===== src/rtl/stack.sv =====
// stack: LIFO data stack with registered top-of-stack and next-on-stack taps,
// a fill count, full/empty status and sticky push/pop error flags.
module stack #(
  parameter int DATA_SIZE = 16,
  parameter int DEPTH     = 16,
  parameter int CNT_SIZE  = $clog2(DEPTH) + 1
) (
  input  logic                 clk,
  input  logic                 rst,
  input  logic [DATA_SIZE-1:0] in,
  input  logic                 push,
  input  logic                 pop,
  output logic [DATA_SIZE-1:0] out,
  output logic [DATA_SIZE-1:0] nos,
  output logic [CNT_SIZE-1:0]  count,
  output logic                 empty,
  output logic                 full,
  output logic                 overflow,
  output logic                 underflow
);

  localparam int AW = $clog2(DEPTH);

  // Entry k holds the (k+1)th oldest item, so mem[count-1] always mirrors out.
  logic [DATA_SIZE-1:0] mem [0:DEPTH-1];

  logic [AW-1:0]        top_idx;
  logic [AW-1:0]        third_idx;
  logic [AW-1:0]        wr_idx;
  logic [DATA_SIZE-1:0] third_val;
  logic                 do_push;
  logic                 do_pop;
  logic                 do_repl;
  logic                 push_err;
  logic                 pop_err;

  assign empty = (count == '0);
  assign full  = (count == CNT_SIZE'(DEPTH));

  // Push+pop on an empty stack degenerates into a plain push; on a full
  // stack it is a replace and therefore not an overflow.
  assign do_push  = push & (pop ? empty : ~full);
  assign do_repl  = push & pop & ~empty;
  assign do_pop   = pop & ~push & ~empty;
  assign push_err = push & ~pop & full;
  assign pop_err  = pop & ~push & empty;

  // Low index bits wrap naturally: at count == DEPTH the low bits are zero
  // and top_idx lands on DEPTH-1, which is the top entry.
  assign top_idx   = count[AW-1:0] - AW'(1);
  assign third_idx = count[AW-1:0] - AW'(3);
  assign wr_idx    = do_repl ? top_idx : count[AW-1:0];

  // After a pop the new NOS is the entry two below the current top.
  assign third_val = (count >= CNT_SIZE'(3)) ? mem[third_idx] : '0;

  // Storage array is never reset; only written by push or replace.
  always_ff @(posedge clk) begin
    if (do_push || do_repl) begin
      mem[wr_idx] <= in;
    end
  end

  // Count, TOS/NOS taps and sticky error flags.
  always_ff @(posedge clk or posedge rst) begin
    if (rst) begin
      count     <= '0;
      out       <= '0;
      nos       <= '0;
      overflow  <= 1'b0;
      underflow <= 1'b0;
    end else begin
      if (do_push) begin
        count <= count + CNT_SIZE'(1);
        nos   <= out;
        out   <= in;
      end else if (do_repl) begin
        out   <= in;
      end else if (do_pop) begin
        count <= count - CNT_SIZE'(1);
        out   <= nos;
        nos   <= third_val;
      end
      if (push_err) begin
        overflow <= 1'b1;
      end
      if (pop_err) begin
        underflow <= 1'b1;
      end
    end
  end

endmodule


===== config.mk =====
export PLATFORM = sky130hd
export DESIGN_NAME = stack
export DESIGN_NICKNAME = d
export VERILOG_FILES = /design/src/rtl/stack.sv
export SDC_FILE = /design/constraint.sdc
export NUM_CORES = 1
export LEC_CHECK = 0
export BUFFER_PORTS_ARGS = -buffer_cell sky130_fd_sc_hd__buf_2
export CORE_ASPECT_RATIO = 0.7
export CORE_MARGIN = 10
export CORE_UTILIZATION = 50
export DETAILED_ROUTE_END_ITERATION = 12
export PLACE_DENSITY = 0.75
export SKIP_LAST_GASP = 1
export SYNTH_ARGS = -nofsm -noshare
export SYNTH_HDL_FRONTEND = slang
export SYNTH_SLANG_ARGS = --single-unit

===== constraint.sdc =====
create_clock -name clk -period 4 [get_ports clk]
set_input_delay 0.8 -clock clk [delete_from_list [all_inputs] [get_ports clk]]
set_output_delay 0.8 -clock clk [all_outputs]
set_load 0.1 [all_outputs]

# Word level (Yosys, flattened, before mapping)
# Memories as Yosys holds them, arrays and structs flattened.
# Index checks and enable logic that the tools add are counted.
# totals
ff_bits	39
ram_bits	256
out_inout_bits	41
word_cells	44
mem_count	1
# memory_table
name	depth	word_bits	rd	rd_clocked_by_memory_dff	write_ports	line	source
mem	16	16	1	0	1	25	logic [DATA_SIZE-1:0] mem [0:DEPTH-1];
# op_classes
n_addsub	4
magnitude_cmp	1
eq_ne	2
muxes	14
bitwise_logic	12
reduce_logical	5
# ops
op	count
$mux 16	7
$mux 5	3
$and 1x1->1	8
$add 5x1->5 const B	1
$eq 5x5->1 const B	1
$ge 5x2->1 const B	1
$logic_not 5->1	1
$sub 5x1->5 const B	1
$mux 4	1
$not 1->1	4
$sub 4x1->4 const B	1
$sub 4x2->4 const B	1
$mux 1	3
$reduce_bool 3->1	1
$ne 2x2->1 const B	1
$reduce_and 2->1	1
$reduce_bool 2->1	1
$logic_or 1x1->1	1

# Longest topological paths before layout
# depth
ltp_word	7
ltp_mapped	16
ltp_nobuf	12

# Worst setup path before layout
# OpenSTA, ideal clock, no wires.
# synth_timing
path_kind	register -> register
from	reg count[0]
to	reg count[4]
setup_time_ns	0.165
t_arrival_ns	4.354
required_time_ns	3.835
path_slack_ns	-0.519
stages_incl_launch_ff	17
n_path_buf	4
synth_period_minus_slack_ns	4.519
path_cell_list	dfrtp_1 -> buf_2 -> buf_2 -> inv_1 -> ha_1 -> nand3_1 -> inv_1 -> a211oi_2 -> buf_4 -> buf_2 -> inv_1 -> fa_1 -> a21o_1 -> a21oi_1 -> xnor2_1 -> nor2_1 -> xor2_1
# synth_between
elab_chain_len	6
word_cells_on_any_way	16
# synth_lines
element	line	source
from (decl)	15	output logic [CNT_SIZE-1:0] count,
from (signal assigned)	74	count <= count + CNT_SIZE'(1);
from (signal assigned)	80	count <= count - CNT_SIZE'(1);
$eq 5x5->1 (*)	38	assign full = (count == CNT_SIZE'(DEPTH));
via full	17	output logic full,
$not 1->1 (*)	42	assign do_push = push & (pop ? empty : ~full);
$mux 1 (*)	42	
$and 1x1->1 (*)	42	
$ne 2x2->1 (no line) / $reduce_bool 2->1 (equally long branches)	-	
$reduce_and 2->1 (no line)	-	
# Mark *: on every way through the listed nets, which the timed path passes. The rest lies on a longest branch. The select of a mux whose other input is x is not followed.
# A chain may end at the register's enable or synchronous reset.

# Final worst setup path
# layout_timing
from	reg count[0]
to	out empty
# layout_between
elab_chain_len	1
# layout_lines
element	line	source
$logic_not 5->1	37	assign empty = (count == '0);
to (decl)	16	output logic empty,
# Every way passes these cells.

==> impl_metrics.env <==
export IMPL_synth_top_cell_area_share_pct=64.3
export IMPL_leakagePower_uw=0.00470
export IMPL_numPortBuffers=60
export IMPL_synth_top_family_by_area="multiplexers"
export IMPL_die_h_um=149
export IMPL_dieArea_um2=30600
export IMPL_rrSetupSlack_ns=0.78
export IMPL_netlist_area_um2=12000
export IMPL_async_reset_ff_share_pct=13.2
export IMPL_crit_required_ns=3.20
export IMPL_reg2reg_from="count[0]"
export IMPL_max_clock_freq_mhz=293
export IMPL_gr_usage_all_layers_pct=17.2
export IMPL_post_cts_setup_buffers=0
export IMPL_ir_worst_vdd_uv=577
export IMPL_synth_edff_count=256
export IMPL_viasPerCell=6.07
export IMPL_gp_congestion=0.892
export IMPL_crit_start="count[0]"
export IMPL_yosys_area_share_simple_pct=2.58
export IMPL_drive_gt1_share_pct=26.3
export IMPL_area_growth_pct=12.9
export IMPL_critPathCaptureType="primary output"
export IMPL_ys_warn_count=0
export IMPL_vias=6533
export IMPL_timing_final_crit_share_pct=85.5
export IMPL_cts_root_buf="clkbuf_16"
export IMPL_antenna_found_initial=1
export IMPL_finalHoldViolations=0
export IMPL_routed_wl_um=26100
export IMPL_die_width_um=205
export IMPL_rr_worst_depth=8
export IMPL_design_area_um2=13500
export IMPL_tns_ns=0
export IMPL_ys_top_cells_by_count="edfxtp_1 (256), mux4_2 (64), inv_1 (41)"
export IMPL_cts_tree="done"
export IMPL_postCtsHoldBufs=0
export IMPL_critical_path_top_delay_family="buffers and inverters"
export IMPL_crit_type="reg2out"
export IMPL_ys_top_cells_by_area="edfxtp_1 (64%), mux4_2 (12%), dfrtp_1 (8.2%)"
export IMPL_syn_avg_cell_area_um2=18.0
export IMPL_clk_latency_ns=0.53
export IMPL_cp_cell_sequence="inv_1, ha_2, or4b_1, inv_1, buf_2"
export IMPL_cap_violations=0
export IMPL_crit_reg2reg_capture="mem[5][15]"
export IMPL_synthesis_nets=690
export IMPL_cp_depth=5
export IMPL_top_layer_used="met4"
export IMPL_coreArea_um2=23600
export IMPL_placed_cell_area_um2=12600
export IMPL_post_route_min_period_ns=3.42
export IMPL_fin_skew_ns=0.00776
export IMPL_cts_num_sinks=295
export IMPL_drt_met1_wl_um=10900
export IMPL_nNetsFinal=765
export IMPL_synth_most_common_cell="edfxtp_1"
export IMPL_grt_pass1_vias=6780
export IMPL_avgRoutedWirePerCell_um=24.2
export IMPL_start_kind="flip-flop"
export IMPL_status="finished clean"
export IMPL_slew_headroom_pct=5.23
export IMPL_place_hpwl_um=16800
export IMPL_setup_violations=0
export IMPL_critical_path_max_fanout=6
export IMPL_synth_ff_type="edfxtp_1"
export IMPL_rsz0062_at_grt="no"
export IMPL_max_slew_worst_pin_slew_ns=1.41
export IMPL_dp_slack_ns=0.866
export IMPL_grt_overflow_total=0
export IMPL_start_util_pct=50.7
export IMPL_path_buf_inv=3
export IMPL_fillCellCount=1727
export IMPL_synth_compound_area_share_pct=7.20
export IMPL_hold_class="reg2reg"
export IMPL_ctsLongestPathBuffers=3
export IMPL_h_tree_depth=1
export IMPL_synth_xor_area_share_pct=0.513
export IMPL_setup_ws_ns=0.581
export IMPL_drt_iter0_drc=631
export IMPL_clk_pin_slew_ns=0.06
export IMPL_crit_path_max_incr_delay_ns=0.58
export IMPL_route_met2_wl_um=12800
export IMPL_cts_resized_gates=0
export IMPL_synthCells=663
export IMPL_finalMaxSlewViolations=0
export IMPL_p_per_area_nw_per_um2=841
export IMPL_cpMaxStageDelayCell="or4b_1"
export IMPL_timing_hold_ws_ns=0.504
export IMPL_firstDrtPassIters=5
export IMPL_arrival_ns=2.62
export IMPL_crit_path_end="empty"
export IMPL_ios=61
export IMPL_grt_max_degree=54
export IMPL_crit_top_cell="inv_1"
export IMPL_utilization_pct=57.2
export IMPL_dr_wl_met3_um=1810
export IMPL_yosysTopAreaCell="edfxtp_1"
export IMPL_ys_ff_latch=295
export IMPL_postRouteAntennaNets=0
export IMPL_drcViolationCount=0
export IMPL_ys_types=51
export IMPL_ys_seq_area_share_pct=72.5
export IMPL_synthMuxAreaShare_pct=13.5
export IMPL_grt_pass1_wl_um=40700
export IMPL_rows=47
export IMPL_synthAdderAreaFrac_pct=0.796
export IMPL_cts_buffers=26
worst min path at each step:
| stage | cells past startpoint | start | slack [ns] | end |
|---|---|---|---|---|
| 2_1_floorplan | 3 | mem[3][8] | 0.71 | nos[8] |
| 3_3_place_gp | 2 | overflow | 0.47 | overflow |
| 3_5_place_dp | 2 | overflow | 0.48 | overflow |
| 4_1_cts | 2 | overflow | 0.49 | overflow |
| 5_1_grt | 1 | underflow | 0.52 | underflow |
| 6_report | 2 | overflow | 0.50 | overflow |
cell usage in the layout (no fill, tap or decap), types with 2 or more instances in the layout:
cell,count
buf_2,60
a211oi_1,17
mux4_2,64
clkinv_2,3
edfxtp_1,256
clkinv_1,3
o22ai_1,17
dfrtp_1,37
nand3_1,4
clkbuf_16,26
o21a_1,2
clkbuf_8,4
o31ai_2,2
nor3_1,5
xor2_1,4
xnor2_1,3
a21boi_0,16
a22oi_1,17
o21ai_0,22
a21oi_1,4
a21o_1,2
o21ai_1,15
nor2_1,22
mux2i_1,16
bufinv_16,2
o31ai_1,2
nand2_1,25
clkbuf_1,9
inv_1,40
ha_1,5
buf_4,24
o21ai_2,2
layout make-up:
class                   instances  area (um^2)  area share [%]
flip-flops and latches        295         8670            64.2
multi-input cells             290         2940            21.8
clock buffers                  39          739            5.48
repair buffers                 84          480            3.56
well taps                     318          398            2.95
inverters                      41          158            1.17
clock inverters                 9          103           0.760
diodes                          1         2.50          0.0185
tightest hold or removal path: stages (launching register included):
cell and delay, ns:
dfrtp_1 0.35, inv_1 0.05, o31ai_1 0.07
power by group:
part           switching (uW)  internal [uW]
Sequential                257           3810
Clock                    1060           1410
Combinational            3270           1560
metrics by stage:
step,power (uW),cells
2_1_floorplan,7840,663
3_3_place_gp,8810,1028
3_5_place_dp,8950,1028
4_1_cts,11400,1076
5_1_grt,11900,1076
6_report,11400,1077
sequential cells by signal (all words and copies together), names as in the netlist:
signal,count
count,5
mem,256
nos,16
out,16
overflow,1
underflow,1
metal layers:
layer  vias to the layer above  global-route usage (%)
li1                       2791                       -
met1                      3392                    23.6
met2                       295                    28.4
met3                        55                    2.97
met4                         0                    3.77
met5                         -                       0
kinds of logic after synthesis:
| logic type | after synthesis |
|---|---|
| muxes | 81 |
| adders and majority gates | 7 |
| and+or+nand+nor | 67 |
| buffers and inverters | 78 |
| AOI/OAI and AO/OA | 128 |
| DFF | 295 |
| xor gates and xnor gates | 7 |
Note: power is estimated with default switching activity, not from simulation.
